==> config.mk <==
export PLATFORM = sky130hd
export DESIGN_NAME = mul_issue_flat
export DESIGN_NICKNAME = d
export VERILOG_FILES = /design/src/rtl/mul_issue_if.sv /design/src/rtl/mul_issue.sv /design/src/flat_wrapper.sv
export SDC_FILE = /design/constraint.sdc
export NUM_CORES = 1
export LEC_CHECK = 0
export CAP_MARGIN = 20
export CORE_UTILIZATION = 25
export DETAILED_ROUTE_END_ITERATION = 6
export HOLD_SLACK_MARGIN = 0.06
export MAX_ROUTING_LAYER = met4
export PLACE_DENSITY_LB_ADDON = 0.08
export SLEW_MARGIN = 20
export SYNTH_ARGS = -nofsm -noshare
export SYNTH_HDL_FRONTEND = slang
export SYNTH_SLANG_ARGS = --single-unit
export TNS_END_PERCENT = 10
==> constraint.sdc <==
create_clock -name clock -period 5.1 [get_ports clock]
set_input_delay 1.02 -clock clock [delete_from_list [all_inputs] [get_ports clock]]
set_output_delay 1.02 -clock clock [all_outputs]
set_load 0.005 [all_outputs]
==> src/rtl/mul_issue_if.sv <==
// mul_issue_if: groups the issue, multiplier and writeback handshakes of mul_issue.
// The slave modport is the controller's view; master is the surrounding pipeline/multiplier.
interface mul_issue_if #(
  parameter int XLEN = 64,
  parameter int TAGW = 5
);
  logic              in_valid;
  logic              in_ready;
  logic [1:0]        in_op;
  logic              in_w;
  logic [XLEN-1:0]   in_rs1;
  logic [XLEN-1:0]   in_rs2;
  logic [TAGW-1:0]   in_tag;
  logic              kill;
  logic              mul_valid;
  logic              mul_ready;
  logic              flush;
  logic              mulw;
  logic [1:0]        mul_signed;
  logic [XLEN-1:0]   multiplicand;
  logic [XLEN-1:0]   multiplier;
  logic              out_valid;
  logic [XLEN-1:0]   result_hi;
  logic [XLEN-1:0]   result_lo;
  logic              res_valid;
  logic              res_ready;
  logic [XLEN-1:0]   res_data;
  logic [TAGW-1:0]   res_tag;

  modport slave (
    input  in_valid, in_op, in_w, in_rs1, in_rs2, in_tag, kill,
    output in_ready,
    output mul_valid, flush, mulw, mul_signed, multiplicand, multiplier,
    input  mul_ready,
    input  out_valid, result_hi, result_lo,
    output res_valid, res_data, res_tag,
    input  res_ready
  );

  modport master (
    output in_valid, in_op, in_w, in_rs1, in_rs2, in_tag, kill,
    input  in_ready,
    input  mul_valid, flush, mulw, mul_signed, multiplicand, multiplier,
    output mul_ready,
    output out_valid, result_hi, result_lo,
    input  res_valid, res_data, res_tag,
    output res_ready
  );
endinterface

==> src/rtl/mul_issue.sv <==
// mul_issue: requester-side controller for the multiplier handshake.
// Accepts one RV64M multiply at a time, issues it, captures and selects the
// architectural result and hands it to writeback with its tag.
// Optional feature: define MUL_ISSUE_ZERO_BYPASS_EN to short-circuit ops with a
// zero operand straight to a zero result without touching the multiplier.
module mul_issue #(
  parameter int XLEN = 64,
  parameter int TAGW = 5
) (
  input logic       clock,
  input logic       reset,
  mul_issue_if.slave bus
);

  typedef enum logic [1:0] {
    S_IDLE  = 2'd0,
    S_ISSUE = 2'd1,
    S_WAIT  = 2'd2,
    S_HOLD  = 2'd3
  } state_t;

  state_t            r_state;
  state_t            w_next;
  logic              w_accept;
  logic              w_fire;
  logic              w_kill_busy;
  logic              w_capture;
  logic              w_release;
  logic              w_bypass;
  logic              w_zero;

  logic [1:0]        r_op;
  logic              r_w;
  logic              r_mul_valid;
  logic              r_flush;
  logic              r_mulw;
  logic [1:0]        r_mul_signed;
  logic [XLEN-1:0]   r_mcand;
  logic [XLEN-1:0]   r_mplier;
  logic              r_res_valid;
  logic [XLEN-1:0]   r_res_data;
  logic [TAGW-1:0]   r_res_tag;

  // Signedness control; word ops (legal or not) are unsigned on the low half.
  function automatic logic [1:0] f_signed_ctl(input logic [1:0] op, input logic w);
    logic [1:0] v;
    if (w) begin
      v = 2'b00;
    end else begin
      case (op)
        2'b00:   v = 2'b11;
        2'b01:   v = 2'b11;
        2'b10:   v = 2'b10;
        2'b11:   v = 2'b00;
        default: v = 2'b00;
      endcase
    end
    return v;
  endfunction

  // Architectural result: low half for MUL, sign-extended low word for MULW, else high half.
  function automatic logic [XLEN-1:0] f_select(input logic [1:0] op, input logic w,
                                               input logic [XLEN-1:0] hi,
                                               input logic [XLEN-1:0] lo);
    logic [XLEN-1:0] v;
    if (w) begin
      v = {{(XLEN-32){lo[31]}}, lo[31:0]};
    end else if (op == 2'b00) begin
      v = lo;
    end else begin
      v = hi;
    end
    return v;
  endfunction

`ifdef MUL_ISSUE_ZERO_BYPASS_EN
  assign w_zero = (bus.in_rs1 == {XLEN{1'b0}}) || (bus.in_rs2 == {XLEN{1'b0}});
`else
  assign w_zero = 1'b0;
`endif

  assign bus.in_ready     = (r_state == S_IDLE);
  assign bus.mul_valid    = r_mul_valid;
  assign bus.flush        = r_flush;
  assign bus.mulw         = r_mulw;
  assign bus.mul_signed   = r_mul_signed;
  assign bus.multiplicand = r_mcand;
  assign bus.multiplier   = r_mplier;
  assign bus.res_valid    = r_res_valid;
  assign bus.res_data     = r_res_data;
  assign bus.res_tag      = r_res_tag;

  // State register.
  always_ff @(posedge clock or negedge reset) begin
    if (!reset) begin
      r_state <= S_IDLE;
    end else begin
      r_state <= w_next;
    end
  end

  // Next-state and transition strobes; kill wins over every other transition.
  always_comb begin
    w_next      = r_state;
    w_accept    = 1'b0;
    w_fire      = 1'b0;
    w_kill_busy = 1'b0;
    w_capture   = 1'b0;
    w_release   = 1'b0;
    w_bypass    = 1'b0;
    case (r_state)
      S_IDLE: begin
        if (!bus.kill && bus.in_valid) begin
          w_accept = 1'b1;
          if (w_zero) begin
            w_bypass = 1'b1;
            w_next   = S_HOLD;
          end else begin
            w_next   = S_ISSUE;
          end
        end else begin
          w_next = S_IDLE;
        end
      end
      S_ISSUE: begin
        if (bus.kill) begin
          w_kill_busy = 1'b1;
          w_next      = S_IDLE;
        end else if (bus.mul_ready) begin
          w_fire = 1'b1;
          w_next = S_WAIT;
        end else begin
          w_next = S_ISSUE;
        end
      end
      S_WAIT: begin
        if (bus.kill) begin
          w_kill_busy = 1'b1;
          w_next      = S_IDLE;
        end else if (bus.out_valid) begin
          w_capture = 1'b1;
          w_next    = S_HOLD;
        end else begin
          w_next = S_WAIT;
        end
      end
      S_HOLD: begin
        if (bus.kill || bus.res_ready) begin
          w_release = 1'b1;
          w_next    = S_IDLE;
        end else begin
          w_next = S_HOLD;
        end
      end
      default: begin
        w_next = S_IDLE;
      end
    endcase
  end

  // Registered request, flush and result outputs plus the latched op.
  always_ff @(posedge clock or negedge reset) begin
    if (!reset) begin
      r_op         <= 2'b00;
      r_w          <= 1'b0;
      r_mul_valid  <= 1'b0;
      r_flush      <= 1'b0;
      r_mulw       <= 1'b0;
      r_mul_signed <= 2'b00;
      r_mcand      <= {XLEN{1'b0}};
      r_mplier     <= {XLEN{1'b0}};
      r_res_valid  <= 1'b0;
      r_res_data   <= {XLEN{1'b0}};
      r_res_tag    <= {TAGW{1'b0}};
    end else begin
      r_flush <= w_kill_busy;
      if (w_accept) begin
        r_op         <= bus.in_w ? 2'b00 : bus.in_op;
        r_w          <= bus.in_w;
        r_mulw       <= bus.in_w;
        r_mul_signed <= f_signed_ctl(bus.in_op, bus.in_w);
        r_mcand      <= bus.in_rs1;
        r_mplier     <= bus.in_rs2;
        r_res_tag    <= bus.in_tag;
        r_mul_valid  <= ~w_bypass;
        if (w_bypass) begin
          r_res_valid <= 1'b1;
          r_res_data  <= {XLEN{1'b0}};
        end
      end else if (w_fire || w_kill_busy) begin
        r_mul_valid <= 1'b0;
      end
      if (w_capture) begin
        r_res_valid <= 1'b1;
        r_res_data  <= f_select(r_op, r_w, bus.result_hi, bus.result_lo);
      end else if (w_release) begin
        r_res_valid <= 1'b0;
      end
    end
  end

endmodule

==> src/flat_wrapper.sv <==
// flat-port wrapper written by rule: the top's interface ports become plain ports
module mul_issue_flat 
#(
  parameter int XLEN = 64,
  parameter int TAGW = 5
)
  (clock, reset, bus_in_valid, bus_in_op, bus_in_w, bus_in_rs1, bus_in_rs2, bus_in_tag, bus_kill, bus_in_ready, bus_mul_valid, bus_flush, bus_mulw, bus_mul_signed, bus_multiplicand, bus_multiplier, bus_mul_ready, bus_out_valid, bus_result_hi, bus_result_lo, bus_res_valid, bus_res_data, bus_res_tag, bus_res_ready);
  mul_issue_if #(.XLEN(XLEN), .TAGW(TAGW)) bus_i ();
  input logic clock;
  input logic reset;
  input wire logic [$bits(bus_i.in_valid)-1:0] bus_in_valid;
  input wire logic [$bits(bus_i.in_op)-1:0] bus_in_op;
  input wire logic [$bits(bus_i.in_w)-1:0] bus_in_w;
  input wire logic [$bits(bus_i.in_rs1)-1:0] bus_in_rs1;
  input wire logic [$bits(bus_i.in_rs2)-1:0] bus_in_rs2;
  input wire logic [$bits(bus_i.in_tag)-1:0] bus_in_tag;
  input wire logic [$bits(bus_i.kill)-1:0] bus_kill;
  output wire logic [$bits(bus_i.in_ready)-1:0] bus_in_ready;
  output wire logic [$bits(bus_i.mul_valid)-1:0] bus_mul_valid;
  output wire logic [$bits(bus_i.flush)-1:0] bus_flush;
  output wire logic [$bits(bus_i.mulw)-1:0] bus_mulw;
  output wire logic [$bits(bus_i.mul_signed)-1:0] bus_mul_signed;
  output wire logic [$bits(bus_i.multiplicand)-1:0] bus_multiplicand;
  output wire logic [$bits(bus_i.multiplier)-1:0] bus_multiplier;
  input wire logic [$bits(bus_i.mul_ready)-1:0] bus_mul_ready;
  input wire logic [$bits(bus_i.out_valid)-1:0] bus_out_valid;
  input wire logic [$bits(bus_i.result_hi)-1:0] bus_result_hi;
  input wire logic [$bits(bus_i.result_lo)-1:0] bus_result_lo;
  output wire logic [$bits(bus_i.res_valid)-1:0] bus_res_valid;
  output wire logic [$bits(bus_i.res_data)-1:0] bus_res_data;
  output wire logic [$bits(bus_i.res_tag)-1:0] bus_res_tag;
  input wire logic [$bits(bus_i.res_ready)-1:0] bus_res_ready;
  assign bus_i.in_valid = bus_in_valid;
  assign bus_i.in_op = bus_in_op;
  assign bus_i.in_w = bus_in_w;
  assign bus_i.in_rs1 = bus_in_rs1;
  assign bus_i.in_rs2 = bus_in_rs2;
  assign bus_i.in_tag = bus_in_tag;
  assign bus_i.kill = bus_kill;
  assign bus_in_ready = bus_i.in_ready;
  assign bus_mul_valid = bus_i.mul_valid;
  assign bus_flush = bus_i.flush;
  assign bus_mulw = bus_i.mulw;
  assign bus_mul_signed = bus_i.mul_signed;
  assign bus_multiplicand = bus_i.multiplicand;
  assign bus_multiplier = bus_i.multiplier;
  assign bus_i.mul_ready = bus_mul_ready;
  assign bus_i.out_valid = bus_out_valid;
  assign bus_i.result_hi = bus_result_hi;
  assign bus_i.result_lo = bus_result_lo;
  assign bus_res_valid = bus_i.res_valid;
  assign bus_res_data = bus_i.res_data;
  assign bus_res_tag = bus_i.res_tag;
  assign bus_i.res_ready = bus_res_ready;
  mul_issue #(.XLEN(XLEN), .TAGW(TAGW)) u_core (.clock(clock), .reset(reset), .bus(bus_i));
endmodule
* Word-level counts from Yosys, hierarchy flattened
Cells that the tools add are included.
Storage, ports and cells: bits in registers 207, input port bits 271, output and inout bits 204
Operators by class: equal/unequal tests 6, mux-type cells 29, reductions and logical operators 11
Operator list (count):
- 64-bit 2-to-1 mux | 3
- 1-bit 2-to-1 mux | 18
- 2-bit 2-to-1 mux | 6
- 2-bit == test (second input constant) | 4
- 2-bit one-hot mux with 4 select lines | 1
- 2-bit zero test | 3
- 2-bit one-hot mux with 3 select lines | 1
- 2-bit by 1-bit == test with 1-bit output (second input constant) | 2
- 2-bit nonzero test | 2
- 2-bit OR reduction | 2
- 1-bit logical OR | 2
- 1-bit logical AND | 1
- 1-bit zero test | 1

* Depth between registers and ports, before layout
Gate-level depths: netlist of run 1.
depth in word-level cells 6, gate-level depth with buffers 8

* Worst setup path before layout of run 1
Ideal clock, no wire load.
path type input-to-reg, from input port bus_kill, to register u_core.r_res_data[32] (netlist: u_core.bus.res_data[32]), setup time 126 ps, arrival 1946 ps, setup slack 3028 ps, stages on the path 5, cell sequence nand3b_4 buf_6 a21o_4 buf_6 o32a_1
Between the ends: cells in the longest elaborated chain, start to end 2
Ends and longest elaborated chain:
- start: declaration | line flat_wrapper.sv:17 | input wire logic [$bits(bus_i.kill)-1:0] bus_kill;
- 1-bit 2-to-1 mux | line mul_issue.sv:137 | if (bus.kill) begin
- 1-bit 2-to-1 mux | line mul_issue.sv:111 | case (r_state)
- end signal: assignment | line mul_issue.sv:173 | r_res_data <= {XLEN{1'b0}};
- end signal: assignment | line mul_issue.sv:188 | r_res_data <= {XLEN{1'b0}};
- end signal: assignment | line mul_issue.sv:195 | r_res_data <= f_select(r_op, r_w, bus.result_hi, bus.result_lo);
- end: declaration | line mul_issue.sv:41 | logic [XLEN-1:0] r_res_data;
Every way passes these cells. A chain may end at the register's enable or synchronous reset.

* Final worst setup path of run 1
from register u_core.r_state[1], to output port bus_in_ready
Between the ends: cells in the longest elaborated chain, start to end 1
Ends and longest elaborated chain:
- start: declaration | line mul_issue.sv:22 | state_t r_state;
- start signal: assignment | line mul_issue.sv:98 | r_state <= w_next;
- 2-bit zero test | line mul_issue.sv:82 | assign bus.in_ready = (r_state == S_IDLE);
- end: declaration | line flat_wrapper.sv:18 | output wire logic [$bits(bus_i.in_ready)-1:0] bus_in_ready;
Every way passes these cells.

==> run_results.csv, run 1 <==
group,metric,value,unit
outcome,run_status,"completed",
drt,wire_per_inst,18.9,um
global_routing,grt_usage,16.9,%
pwr,leakagePower,6.07,nW
critical_path,regToRegEndpoint,"u_core.bus.res_data[58]$_DFFE_PN0P_",
critical_path,r2r_slack,2.77,ns
critical_path,critPathBufInv,2,
synthesis,yosys_warnings,0,
global_routing,grt_pass1_vias,7350,
pwr,netSwitchingFraction,25.7,%
synthesis,syn_area,8630,um^2
global_routing,grt_max_degree,86,
drt,avgViaCountPerCell,4.34,
synthesis,synthCells,621,
synthesis,synth_top_area_share,60.0,%
cells_and_area,final_common_cell,"clkdlybuf4s50_1",
sta,drv_slew,0,
pwr,p_sw,1.39,mW
pwr,power_density,371,nW/um^2
drt,drtIter0Drc,179,
pwr,internal-power,4.02,mW
cts,root_buffer,"clkbuf_16",
critical_path,critPathMaxStageDelay,0.57,ns
cts,holdBufCountCts,0,
drt,ant_nets,0,
critical_path,crit_arrival,1.82,ns
die,fp.dieArea,35300,um^2
global_routing,grt_pass1_wl,44.7,mm
drt,drc_errors,0,
critical_path,crit_family,"buffers and inverters",
pwr,p_clk_share,33.1,%
worst_hold_path,whs_path_depth,2,
cts,cts_buffers,26,
synthesis,yosys_most_used_dff,"dfrtp_1",
die,die_w,188,um
place,port_buffers,474,
worst_hold_path,hold_path_end,"u_core.bus.res_data[16]$_DFFE_PN0P_",
cts,cts_resized,0,
place,dp_hpwl,20.7,mm
sta,skew,0.00880,ns
cells_and_area,fill_cells,3190,
pwr,ir_drop,274,uV
drt,dr.pass1.iters,4,
global_routing,grt_use_met1,19.4,%
pwr,comb_power_share,27.7,%
critical_path,path_cells,"inv_1, ha_1, clkdlybuf4s50_1",
worst_hold_path,hp-class,"reg2reg",
synthesis,yosys_register_bits,207,
cells_and_area,mostFrequentLayoutCells,"473 x clkdlybuf4s50_1, 206 x dfrtp_1, 109 x mux2_2, 65 x nor3b_1, 41 x nand2_1",
cells_and_area,nets,1358,
critical_path,worstSetupPathType,"reg2out",
global_routing,top_usage_layer,"met2",
synthesis,yosys-top-cells-area,"dfrtp_1 60%, mux2_2 14%, nor3b_1 5.7%",
synthesis,synth-seq-area-share,60.0,%
place,gp_congestion,0.767,
global_routing,use_met2,27.4,%
critical_path,r2r_start,"u_core.r_state[0]$_DFF_PN0_",
cts,post_cts_buffers,0,
die,initial_core_util,25.5,%
synthesis,synth_edf_count,0,
sta,tightest_slew,0.903,ns
cells_and_area,final_cells,1548,
critical_path,endpoint_kind,"output port",
cts,clock_sinks,207,
critical_path,cp_max_fo,3,
global_routing,met3_usage,6.78,%
sta,rsz0062_at_grt,"false",
critical_path,startpoint,"u_core.r_state[1]$_DFF_PN0_",
critical_path,cp-start-kind,"flop",
pwr,p_seq_share,39.1,%
sta,tns,0,ns
sta,relSlewSlack,39.8,%
global_routing,gr-total-overflow,0,
synthesis,yosysUniqueCellTypes,30,
sta,setup-violations-final,0,
die,io_pins,475,
sta,fin_crit,2.84,ns
synthesis,synthArstFlopShare,100,%
cts,clock_latency,0.53,ns
sta,final_hold_viol_count,0,
place,place_inst,1502,
cells_and_area,area_growth_syn_to_layout,69.2,%
die,core,33800,um^2
critical_path,critPathSlowestCell,"clkdlybuf4s50_1",
global_routing,antenna_found_initial,1,
sta,fmax,352,MHz
drt,drt-total-wl,29.3,mm
sta,period_share,55.7,%
die,fp-row-count,67,
worst_hold_path,min_from,"u_core.bus.res_data[16]$_DFFE_PN0P_",
cts,path_clk_slew,0.06,ns
flow_run,drv_cap,0,
critical_path,r2r_cells,5,
cells_and_area,drive_above_1_share,14.6,%
die,die_y,188,um
synthesis,synth.largest_area_cell,"dfrtp_1",
synthesis,synth_nets,897,
synthesis,syn-mean-instance-area,13.9,um^2
critical_path,worst_ep_required_time,4.08,ns
cts,cts_buffer_depth,3,
cts,h-tree-depth,1,
cts,cts_tree,"done",
drt,num_vias,6716,
-- cell usage after synthesis, types with 2 or more instances --
master,n
buf_2,15
buf_4,8
buf_6,5
clkbuf_1,18
dfrtp_1,207
ha_1,5
inv_1,5
mux2_1,25
mux2_2,109
mux2i_1,32
nand2_1,41
nand2b_1,2
nor2_1,2
nor3b_1,65
o21ai_0,36
o32a_1,32
-- how the worst max path moves through the flow --
stage / end / slack [ns] / depth (start not counted)
after detailed placement: u_core.bus.res_data[38]$_DFFE_PN0P_ / 1.73 / 4
after global placement: u_core.bus.res_data[58]$_DFFE_PN0P_ / 1.76 / 4
after CTS: bus_in_ready / 2.16 / 3
final: bus_in_ready / 2.26 / 3
after floorplan: u_core.bus.res_data[32]$_DFFE_PN0P_ / 3.03 / 5
after global routing: bus_in_ready / 2.14 / 3
-- logic make-up (layout without fill, tap and decap cells) --
| group | after synthesis | in the layout | synth area share, % |
|---|---|---|---|
| compound gates | 76 | 76 | 6.57 |
| fa+ha+maj | 5 | 5 | 0.725 |
| buf+inv | 52 | 530 | 3.26 |
| flops | 207 | 207 | 60.0 |
| mux | 166 | 166 | 21.2 |
| other cells | 0 | 1 | 0 |
| simple gates | 115 | 115 | 8.19 |
-- per-stage QoR --
stage | power (mW) | hold WS (ns) | area (um^2) | utilization [%] | setup slack [ns]
detailed placement | 3.67 | 0.469 | 13800 | 40.8 | 1.73
global placement | 3.67 | 0.463 | 13800 | 40.8 | 1.76
floorplan | 2.63 | 0.468 | 8630 | - | 3.03
global route | 5.72 | 0.509 | 14600 | 43.2 | 2.14
finish | 5.41 | 0.475 | 14600 | 43.2 | 2.26
CTS | 5.53 | 0.482 | 14600 | 43.2 | 2.16
-- power by group through the flow --
stage | logic (mW) | registers (mW) | clock network, mW
floorplan | 0.470 | 2.16 | 0
global placement | 1.54 | 2.13 | 0
detailed placement | 1.53 | 2.14 | 0
CTS | 1.54 | 2.12 | 1.87
global route | 1.62 | 2.16 | 1.93
finish | 1.50 | 2.12 | 1.79
-- flip-flops by register name, indices dropped and copies added, names as in the netlist --
| name | flops |
|---|---|
| u_core.r_w | 1 |
| u_core.bus.res_data | 64 |
| u_core.r_op | 2 |
| u_core.bus.res_valid | 1 |
| u_core.bus.mul_signed | 2 |
| u_core.r_state | 2 |
| u_core.bus.flush | 1 |
| u_core.bus.mul_valid | 1 |
| u_core.bus.res_tag | 5 |
| u_core.bus.multiplier | 64 |
| u_core.bus.multiplicand | 64 |
-- area by class of cell --
cell class              instances  area [um^2]  area share [%]
clock inverters                 5         50.0           0.343
flip-flops and latches        207         5180            35.5
repair buffers                480         4820            33.0
well taps                     448          561            3.84
diodes                          1         2.50          0.0171
inverters                       5         18.8           0.129
multi-input cells             362         3190            21.9
clock buffers                  40          774            5.31
-- worst min-delay path, delay by kind of cell (launching register included) --
family           cells  cell delay [ns]
AO/OA/AOI/OAI        1             0.06
flip-flops           1             0.33
AND/OR/NAND/NOR      1             0.05
-- layer usage --
layer	wire [um]	part of all wire [%]
met1	11700	40
met2	13800	47
met3	3230	11
met4	554	1.9
met5	0	0
(Power assumes the default switching activity.)
==> run 2: changes to the inputs <==
- clock period: 5.1 -> 2.3 ns (I/O delays scaled with it)
==> run 2 against run 1 <==
Compared with the run above:
- clock skew decreased by 0.0038 ns
- critical path depth is the same
- worst setup slack lost 1.9 ns
- core utilization up 0.50 points
- cell area rose by 1.2%
- sequential power up 120%
- sequential cell count unchanged
- register-to-register slack worse by 2.3 ns
- via count up 0.61%
- critical endpoint unchanged
==> run_results.csv, run 2 (synthesis results as in run 1) <==
group,metric,value,unit
outcome,run_status,"completed",
critical_path,worstSetupPathType,"reg2out",
cells_and_area,drive_above_1_share,15.1,%
pwr,netSwitchingFraction,25.4,%
sta,drv_slew,0,
cells_and_area,mostFrequentLayoutCells,"472 x clkdlybuf4s50_1, 206 x dfrtp_1, 109 x mux2_2, 65 x nor3b_1, 41 x nand2_1",
die,die_y,188,um
cts,clock_latency,0.52,ns
sta,tns,0,ns
critical_path,cp-start-kind,"flop",
critical_path,crit_arrival,1.50,ns
place,dp_hpwl,21.2,mm
place,port_buffers,474,
critical_path,crit_family,"flip-flops",
pwr,power_density,818,nW/um^2
global_routing,gr-total-overflow,0,
sta,rsz0062_at_grt,"false",
worst_hold_path,hp-class,"in2async",
cts,root_buffer,"clkbuf_16",
critical_path,critPathSlowestCell,"dfrtp_1",
pwr,ir_drop,503,uV
drt,ant_nets,0,
critical_path,cp.depth,3,
sta,period_share,85.4,%
critical_path,path_cells,"inv_1, ha_1, dlygate4sd2_1",
die,initial_core_util,25.5,%
pwr,p_sw,3.07,mW
pwr,p_seq_share,38.9,%
cells_and_area,area_growth_syn_to_layout,71.2,%
critical_path,endpoint_kind,"output port",
sta,fmax,509,MHz
drt,drtIter0Drc,158,
cells_and_area,final_common_cell,"clkdlybuf4s50_1",
drt,num_vias,6757,
cells_and_area,final_cells,1559,
die,die_w,188,um
die,io_pins,475,
pwr,leakagePower,6.14,nW
cells_and_area,nets,1369,
drt,drt-total-wl,29.0,mm
global_routing,grt_pass1_wl,44.3,mm
drt,dr.pass1.iters,4,
sta,relSlewSlack,54.4,%
place,place_inst,1512,
cts,clock_sinks,207,
global_routing,grt_max_degree,70,
pwr,p_clk_share,33.2,%
die,fp.dieArea,35300,um^2
sta,fin_crit,1.96,ns
cts,cts_tree,"done",
cts,cts_buffer_depth,3,
cts,h-tree-depth,1,
critical_path,r2r_cells,4,
cts,path_clk_slew,0.06,ns
critical_path,critPathBufInv,2,
sta,setup-violations-final,0,
pwr,comb_power_share,27.9,%
sta,final_hold_viol_count,0,
pwr,internal-power,9.02,mW
drt,avgViaCountPerCell,4.33,
critical_path,critPathMaxStageDelay,0.38,ns
critical_path,worst_ep_required_time,1.84,ns
global_routing,antenna_found_initial,1,
die,core,33800,um^2
drt,drc_errors,0,
drt,wire_per_inst,18.6,um
sta,tightest_slew,0.683,ns
critical_path,r2r_slack,0.51,ns
cts,cts_buffers,26,
sta,skew,0.00498,ns
global_routing,grt_pass1_vias,7368,
global_routing,grt_usage,16.7,%
flow_run,drv_cap,0,
place,gp_congestion,0.765,
critical_path,cp_max_fo,3,
cts,post_cts_buffers,0,
die,fp-row-count,67,
[run 2: layer usage]
layer / share of wire, % / vias up / global-route usage (%) / wire, um
met5: 0 / - / - / 0
met4: 1.7 / 0 / 3.75 / 500
met3: 9.7 / 33 / 6.05 / 2810
met2: 48 / 315 / 27.8 / 14000
met1: 40 / 3225 / 19.0 / 11600
li1: - / 3184 / - / -
[run 2: layout make-up]
type                            instances  area, um^2
Antenna cell                            1        2.50
Clock buffer                           40         754
Clock inverter                          5        77.6
Fill cell                            3162       19000
Inverter                                5        18.8
Multi-Input combinational cell        362        3180
Sequential cell                       207        5180
Tap cell                              448         561
Timing Repair Buffer                  491        4990
[run 2: final timing paths]
kind,start,end
min in group clock,u_core.bus.res_data[15]$_DFFE_PN0P_,u_core.bus.res_data[15]$_DFFE_PN0P_
max,u_core.r_state[0]$_DFF_PN0_,bus_in_ready
max in group asynchronous,reset,u_core.bus.multiplier[18]$_DFFE_PN0P_
min reg2reg,u_core.bus.res_data[15]$_DFFE_PN0P_,u_core.bus.res_data[15]$_DFFE_PN0P_
max reg2reg,u_core.r_op[1]$_DFFE_PN0P_,u_core.bus.res_data[18]$_DFFE_PN0P_
min,reset,u_core.bus.res_data[52]$_DFFE_PN0P_
[run 2: power groups by stage]
stage | registers (mW) | clock network (mW) | logic (mW)
after floorplan | 4.79 | 0 | 1.04
after global placement | 4.73 | 0 | 3.45
after detailed placement | 4.75 | 0 | 3.44
after CTS | 4.70 | 4.18 | 3.45
after global routing | 4.79 | 4.33 | 3.63
final | 4.70 | 4.02 | 3.37
[run 2: worst reg2reg max path: stages, from the launching register on]
cell      delay (ns)
dfrtp_1         0.43
o21bai_4        0.59
buf_12          0.27
mux2i_1         0.26
o21ai_0         0.10
[run 2: per-stage QoR]
step / area, um^2 / hold slack [ns] / total power, mW / util (%) / worst slack [ns]
floorplan: 8630 / 0.164 / 5.84 / - / 0.603
global placement: 13900 / 0.457 / 8.18 / 41.2 / 0.159
detailed placement: 13900 / 0.463 / 8.19 / 41.2 / 0.143
CTS: 14800 / 0.467 / 12.3 / 43.7 / 0.261
global route: 14800 / 0.498 / 12.7 / 43.7 / 0.233
finish: 14800 / 0.469 / 12.1 / 43.7 / 0.335
[run 2: what timing repair did]
| item | CTS | global route |
|---|---|---|
| resized for setup | 1 | 0 |
| hold endpoints to repair | 45 | 0 |
| hold buffers | 1 | 0 |
| setup endpoints to repair | 1 | 0 |
